### src/rtl/jtag_tap.sv
// IEEE 1149.1 TAP controller with IDCODE, bypass and a small CSR access port.
// Rising-edge state/shift logic; tdo is retimed on the falling edge of tck.
module jtag_tap #(
  parameter int unsigned IR_LEN = 6,
  parameter logic [31:0] IDCODE = 32'hCBA3E6FD
) (
  input  logic        tck,
  input  logic        trst_n,
  input  logic        tms,
  input  logic        tdi,
  output logic        tdo,
  output logic        tdo_en,
  output logic [1:0]  csr_addr,
  output logic        csr_wr_en,
  output logic [31:0] csr_wdata,
  output logic        csr_rd_en,
  input  logic [31:0] csr_rdata
);

  localparam logic [IR_LEN-1:0] INS_BYPASS   = '1;
  localparam logic [IR_LEN-1:0] INS_IDCODE   = IR_LEN'(6'h3C);
  localparam logic [IR_LEN-1:0] INS_CSR_ADDR = IR_LEN'(6'h06);
  localparam logic [IR_LEN-1:0] INS_CSR_DATA = IR_LEN'(6'h19);

  typedef enum logic [3:0] {
    TLR, RTI, SEL_DR, CAP_DR, SH_DR, EX1_DR, PAUSE_DR, EX2_DR, UPD_DR,
    SEL_IR, CAP_IR, SH_IR, EX1_IR, PAUSE_IR, EX2_IR, UPD_IR
  } state_t;

  typedef enum logic [1:0] {DR_BYPASS, DR_IDCODE, DR_ADDR, DR_DATA} dr_sel_t;

  state_t            state, nxt;
  dr_sel_t           dr_sel;
  logic [IR_LEN-1:0] ir, ir_sr;
  logic [31:0]       dr_sr;
  logic [2:0]        addr_reg;

  assign csr_addr = addr_reg[2:1];

  always_comb begin
    case (ir)
      INS_IDCODE:   dr_sel = DR_IDCODE;
      INS_CSR_ADDR: dr_sel = DR_ADDR;
      INS_CSR_DATA: dr_sel = DR_DATA;
      INS_BYPASS:   dr_sel = DR_BYPASS;
      default:      dr_sel = DR_BYPASS;
    endcase
  end

  always_comb begin
    nxt = state;
    case (state)
      TLR:      nxt = tms ? TLR    : RTI;
      RTI:      nxt = tms ? SEL_DR : RTI;
      SEL_DR:   nxt = tms ? SEL_IR : CAP_DR;
      CAP_DR:   nxt = tms ? EX1_DR : SH_DR;
      SH_DR:    nxt = tms ? EX1_DR : SH_DR;
      EX1_DR:   nxt = tms ? UPD_DR : PAUSE_DR;
      PAUSE_DR: nxt = tms ? EX2_DR : PAUSE_DR;
      EX2_DR:   nxt = tms ? UPD_DR : SH_DR;
      UPD_DR:   nxt = tms ? SEL_DR : RTI;
      SEL_IR:   nxt = tms ? TLR    : CAP_IR;
      CAP_IR:   nxt = tms ? EX1_IR : SH_IR;
      SH_IR:    nxt = tms ? EX1_IR : SH_IR;
      EX1_IR:   nxt = tms ? UPD_IR : PAUSE_IR;
      PAUSE_IR: nxt = tms ? EX2_IR : PAUSE_IR;
      EX2_IR:   nxt = tms ? UPD_IR : SH_IR;
      UPD_IR:   nxt = tms ? SEL_DR : RTI;
      default:  nxt = state;
    endcase
  end

  always_ff @(posedge tck or negedge trst_n) begin
    if (!trst_n) begin
      state     <= TLR;
      ir        <= INS_IDCODE;
      ir_sr     <= '0;
      dr_sr     <= '0;
      addr_reg  <= 3'b001;
      csr_wr_en <= 1'b0;
      csr_rd_en <= 1'b0;
      csr_wdata <= '0;
    end else begin
      state     <= nxt;
      csr_wr_en <= 1'b0;
      csr_rd_en <= 1'b0;
      case (state)
        CAP_IR: ir_sr <= IR_LEN'(1);
        SH_IR:  ir_sr <= {tdi, ir_sr[IR_LEN-1:1]};
        UPD_IR: ir    <= ir_sr;
        CAP_DR: begin
          case (dr_sel)
            DR_IDCODE: dr_sr <= IDCODE;
            DR_ADDR:   dr_sr <= {29'b0, addr_reg};
            DR_DATA:   dr_sr <= csr_rdata;
            default:   dr_sr <= '0;
          endcase
        end
        SH_DR: begin
          // One shared shift register; tdi enters at the MSB of the selected length.
          case (dr_sel)
            DR_BYPASS: dr_sr[0]   <= tdi;
            DR_ADDR:   dr_sr[2:0] <= {tdi, dr_sr[2:1]};
            default:   dr_sr      <= {tdi, dr_sr[31:1]};
          endcase
        end
        UPD_DR: if (dr_sel == DR_ADDR) addr_reg <= dr_sr[2:0];
        default: ;
      endcase
      // Strobes are registered on entry so they span exactly the CapDR/UpdDR cycle.
      if (nxt == CAP_DR && dr_sel == DR_DATA && addr_reg[0])
        csr_rd_en <= 1'b1;
      if (nxt == UPD_DR && dr_sel == DR_DATA && !addr_reg[0]) begin
        csr_wr_en <= 1'b1;
        csr_wdata <= dr_sr;
      end
      // Entering TLR by tms leaves the same register values as trst_n.
      if (nxt == TLR) begin
        ir        <= INS_IDCODE;
        addr_reg  <= 3'b001;
        csr_wdata <= '0;
      end
    end
  end

  always_ff @(negedge tck or negedge trst_n) begin
    if (!trst_n) begin
      tdo    <= 1'b0;
      tdo_en <= 1'b0;
    end else begin
      tdo_en <= (state == SH_DR) || (state == SH_IR);
      if (state == SH_IR)      tdo <= ir_sr[0];
      else if (state == SH_DR) tdo <= dr_sr[0];
      else                     tdo <= 1'b0;
    end
  end

endmodule

### config.mk
export PLATFORM = sky130hd
export DESIGN_NAME = jtag_tap
export DESIGN_NICKNAME = d
export VERILOG_FILES = /design/src/rtl/jtag_tap.sv
export SDC_FILE = /design/constraint.sdc
export NUM_CORES = 1
export LEC_CHECK = 0
export CORE_MARGIN = 2
export CORE_UTILIZATION = 45
export DETAILED_ROUTE_END_ITERATION = 8
export PLACE_DENSITY_LB_ADDON = 0.08
export SETUP_SLACK_MARGIN = 0.15
export SYNTH_ARGS = -nofsm -noshare
export SYNTH_HDL_FRONTEND = slang
export SYNTH_SLANG_ARGS = --single-unit
### constraint.sdc
create_clock -name tck -period 5.7 [get_ports tck]
set_input_delay 0.57 -clock tck [delete_from_list [all_inputs] [get_ports tck]]
set_output_delay 0.57 -clock tck [all_outputs]
set_load 0.005 [all_outputs]
==> reports/qor.csv, run 1 <==
metric,value,unit
run status,completed,
Routed Antenna Nets,0,
max cap viols,0,
initial antenna violation count,0,
Root Buffer,clkbuf_8,
Setup Skew,15.9,ps
Core Box Area,8640,µm²
FP Rows,34,
crit end category,output port,
most frequent cells in the layout,"80 x dfrtp_1, 72 x clkdlybuf4s50_1, 57 x nand2_1",
CP max-delay cell,clkdlybuf4s50_1,
n_diodes,0,
largest net degree at the start of global routing,70,
Syn Area/Cell,10.4,µm²
ys async rst share,1.00,
Synth Area in Simple Gates,0.152,
Worst-path clk slew,90,ps
first-pass GRT wire length,15200,µm
switching share of power,0.405,
multiplexer share of the synthesized area,0.0280,
WP buf/inv,1,
clk_lat worst skew,350,ps
Post-CTS Resized,0,
largest family of logic cells by synthesized area,compound AO/OA/AOI/OAI gates,
post-DP HPWL,6010,µm
Clk pwr share,0.192,
vias in the first global route,2919,
Final Hold Vio Count,0,
final net count,480,
hold slack,79.3,ps
htree depth,3,
Hold Path Class,in -> async,
CTS tree,built,
Starting Density,0.460,
crit-path leading delay family,buffers and inverters,
flop-to-flop setup slack,1480,ps
total track usage,0.199,
die width,97.9,µm
multi-input combinational cell area,1610,µm²
register area,2180,µm²
# IOs,74,
final setup fails,0,
VDD IR max,216,µV
sequential share of the synthesized area,0.550,
max-slew violation count,0,
share of cells above drive strength 1,0.0980,
DP Cell Count,541,
clk buf depth,2,
Post-CTS Setup Inserts,0,
FILL cells,750,
R2R depth,2,
DRC Markers,0,
IO Port Bufs,73,
drt pass-1 iters,6,
"Cell Area, Placed",4730,µm²
Lkg Pwr,0.00227,µW
Wirelength per Cell,16.4,µm
setup TNS,0,ps
xor/xnor share of the synthesized area,0.00221,
post-synthesis cell type count,50,
final non-filler cell total,557,
number of synthesized flops with an enable pin,0,
"slowest stage delay, CP",490,ps
Worst path depth,1,
main flop type after synthesis,dfrtp_1,
grt total ovfl,0,
gpl congestion,0.838,
clock buffer count from CTS,9,
combinational share of power,0.374,
Synth Register Bits,87,
"Req. time, crit path",5130,ps
Cell Pwr Density,452,nW/µm²
"Warnings, synthesis",0,
post-layout util,0.571,
worst relative slew slack,0.428,
critical-path cell list,clkdlybuf4s50_1,
Tightest Pin Transition,857,ps
Layout area overhead,24.1,%
cell-internal power,1330,µW
critical path class,reg -> out,
clock sinks,87,
DRT Wirelength,9130,µm
vias per cell,5.57,
Synth Cell Area,3970,µm²
WP data arrival,4060,ps
DIE AREA,9590,µm²
die height,97.9,µm
Crit Path Max Fanout,1,
"commonest non-fill, non-tap cell in the layout",dfrtp_1,
RSZ-0062 raised after global routing,false,
Mapped Cells,383,
Reg power frac,0.434,
post-synthesis adder-cell area fraction,0,
biggest regs,"csr_wdata (32), dr_sr (32)",
Via Count,3101,
hold_buf cts,0,
crit start category,flip-flop,
syn nets,419,
post-route cell area,4930,µm²
drt initial violations,146,
area fraction in compound gates after synthesis,0.219,
P_sw,903,µW
[cell usage after synthesis, drive strengths merged (2+ instances only)]
master   count  area (µm²)
a21oi       35         175
and3        11        68.8
a2bb2oi      2        17.5
nand2b       5        31.3
a221o        2        20.0
nor3         2        15.0
mux2i       10         100
a22o        33         289
nand3b       2        15.0
dfrtp       80        2000
dfstp        5         131
inv          5        18.8
nor3b        2        37.5
or3          3        18.8
nand2       57         214
o21ai       23         123
nor2b        2        12.5
dfrtn        2        50.1
buf         22         145
nor2        29         111
nand4        2        18.8
clkbuf       9        33.8
o31ai       20         150
o22ai        2        12.5
nand3        2        10.0
[cell families (layout without fill, tap and decap cells)]
logic type             after synthesis  in the layout
AO/OA/AOI/OAI                      126            126
XOR/XNOR                             1              1
buffers and inverters               36            102
flip-flops                          87             87
multiplexers                        11             11
AND/OR/NAND/NOR                    122            122
[power by group through the flow]
stage	registers (µW)	logic, µW	clock network [µW]
final	968	834	428
after global routing	996	947	470
after CTS	965	847	439
after detailed placement	975	844	0
after global placement	971	832	0
after floorplan	898	692	0
[worst paths after layout]
check,start,to
setup reg to reg,state[0]$_DFF_PN0_,tdo_en$_DFF_NN0_
hold reg to reg,csr_wdata[21]$_DFFE_PN0P_,csr_wdata[21]$_DFFE_PN0P_
setup / recovery,tdo$_DFF_NN0_,tdo
hold / removal,trst_n,ir_sr[0]$_DFFE_PN0P_
min in group tck,csr_wdata[21]$_DFFE_PN0P_,csr_wdata[21]$_DFFE_PN0P_
max in group asynchronous,trst_n,tdo_en$_DFF_NN0_
[layout make-up]
type | count | area share
Clock buffer | 9 | 0.0251
Clock inverter | 7 | 0.0147
Inverter | 5 | 0.00381
Multi-Input combinational cell | 260 | 0.326
Tap cell | 108 | 0.0274
Sequential cell | 87 | 0.443
Timing Repair Buffer | 81 | 0.160
[stage by stage]
stage	total power, µW	setup slack, ps
final	2230	1070
after global routing	2410	1020
after CTS	2250	1050
after detailed placement	1820	1420
after global placement	1800	1420
after floorplan	1590	1440
[layer usage]
metal,up-vias,GRT usage,share of wire
li1,1492,-,-
met1,1517,0.298,0.49
met2,83,0.292,0.46
met3,9,0.0344,0.044
met4,0,0.0694,0.010
met5,-,0,0
(Power assumes the default switching activity.)
==> run 2, diff against run 1 <==
clock period = 4.6 ns   (was 5.7 ns; I/O delays follow)
==> reports/qor.csv, run 2 (synthesized netlist as in run 1, its figures left out) <==
metric,value,unit
Final Hold Vio Count,0,
FP Rows,34,
RSZ-0062 raised after global routing,false,
setup TNS,0,ps
crit-path leading delay family,buffers and inverters,
Wirelength per Cell,16.7,µm
share of cells above drive strength 1,0.0978,
DRC Markers,0,
crit start category,flip-flop,
Tightest Pin Transition,972,ps
Layout area overhead,25.0,%
max cap viols,0,
# IOs,74,
R2R depth,2,
Root Buffer,clkbuf_8,
run status,completed,
clk_lat worst skew,350,ps
"Req. time, crit path",4140,ps
vias in the first global route,3105,
WP buf/inv,1,
crit end category,output port,
Worst path depth,1,
final net count,481,
switching share of power,0.395,
final setup fails,0,
Clk pwr share,0.209,
DRT Wirelength,9340,µm
most frequent cells in the layout,"80 x dfrtp_1, 72 x clkdlybuf4s50_1, 57 x nand2_1",
die height,97.9,µm
CP max-delay cell,clkdlybuf4s50_1,
Cell Pwr Density,573,nW/µm²
clock buffer count from CTS,9,
WP data arrival,3510,ps
drt pass-1 iters,4,
critical path class,reg -> out,
largest net degree at the start of global routing,59,
Via Count,3064,
worst relative slew slack,0.351,
P_sw,1120,µW
combinational share of power,0.379,
Setup Skew,16.3,ps
post-route setup slack,631,ps
Post-CTS Resized,0,
total track usage,0.207,
DP Cell Count,542,
n_diodes,0,
vias per cell,5.49,
"Cell Area, Placed",4740,µm²
post-DP HPWL,6160,µm
worst slack at placement,989,ps
first-pass GRT wire length,16000,µm
gpl congestion,0.786,
drt initial violations,186,
die width,97.9,µm
biggest regs,"csr_wdata (32), dr_sr (32)",
initial antenna violation count,0,
post-route cell area,4960,µm²
Reg power frac,0.412,
Routed Antenna Nets,0,
"slowest stage delay, CP",490,ps
Post-CTS Setup Inserts,0,
max-slew violation count,0,
Starting Density,0.460,
Crit Path Max Fanout,1,
critical-path cell list,clkdlybuf4s50_1,
cell-internal power,1720,µW
htree depth,3,
VDD IR max,344,µV
hold_buf cts,0,
grt total ovfl,0,
Hold Path Class,in -> async,
DIE AREA,9590,µm²
Core Box Area,8640,µm²
final non-filler cell total,558,
"Power, Total",2840,µW
clock sinks,87,
CTS tree,built,
"commonest non-fill, non-tap cell in the layout",dfrtp_1,
clk buf depth,2,
IO Port Bufs,73,
Worst-path clk slew,80,ps
Lkg Pwr,0.00229,µW
run 2: cell types whose count changed in the layout (fill, tap and decap cells not counted), sizes merged:
cell      change
clkbuf        +2
buf           +1
bufinv        +1
clkinv        -1
clkinvlp      -1
inv           -1
run 2: through the flow:
stage | hold slack (ps) | utilization
after CTS | 44.0 | 0.575
after global placement | 421 | 0.549
after floorplan | 164 | -
after global routing | 48.8 | 0.575
final | 38.2 | 0.575
after detailed placement | 425 | 0.549
run 2: final cells by class:
type | instances | area (µm²)
well taps | 108 | 135
repair buffers | 82 | 796
clock buffers | 11 | 141
clock inverters | 5 | 81.3
flip-flops and latches | 87 | 2180
fillers | 779 | 3670
inverters | 5 | 18.8
multi-input cells | 260 | 1610
run 2: routing by layer:
metal,vias to the layer above,wire (µm),track usage
met3,10,471,0.0458
met2,74,4140,0.311
met5,-,0,0
met4,0,125,0.0556
li1,1488,-,-
met1,1492,4610,0.305
run 2: power groups by stage:
| stage | Sequential (µW) | Clock (µW) | Combinational [µW] |
|---|---|---|---|
| after floorplan | 1110 | 0 | 858 |
| after global placement | 1180 | 0 | 1070 |
| after detailed placement | 1190 | 0 | 1090 |
| after CTS | 1170 | 609 | 1090 |
| after global routing | 1210 | 642 | 1230 |
| final | 1170 | 595 | 1080 |
run 2: worst paths after layout:
check / end / slack, ps / startpoint
setup / recovery: tdo / 630 / tdo$_DFF_NN0_
hold / removal: ir_sr[0]$_DFFE_PN0P_ / 40 / trst_n
setup reg to reg: tdo_en$_DFF_NN0_ / 1030 / state[2]$_DFF_PN0_
hold reg to reg: csr_wdata[15]$_DFFE_PN0P_ / 500 / csr_wdata[15]$_DFFE_PN0P_
max in group asynchronous: tdo_en$_DFF_NN0_ / 2050 / trst_n
min in group tck: csr_wdata[15]$_DFFE_PN0P_ / 500 / csr_wdata[15]$_DFFE_PN0P_
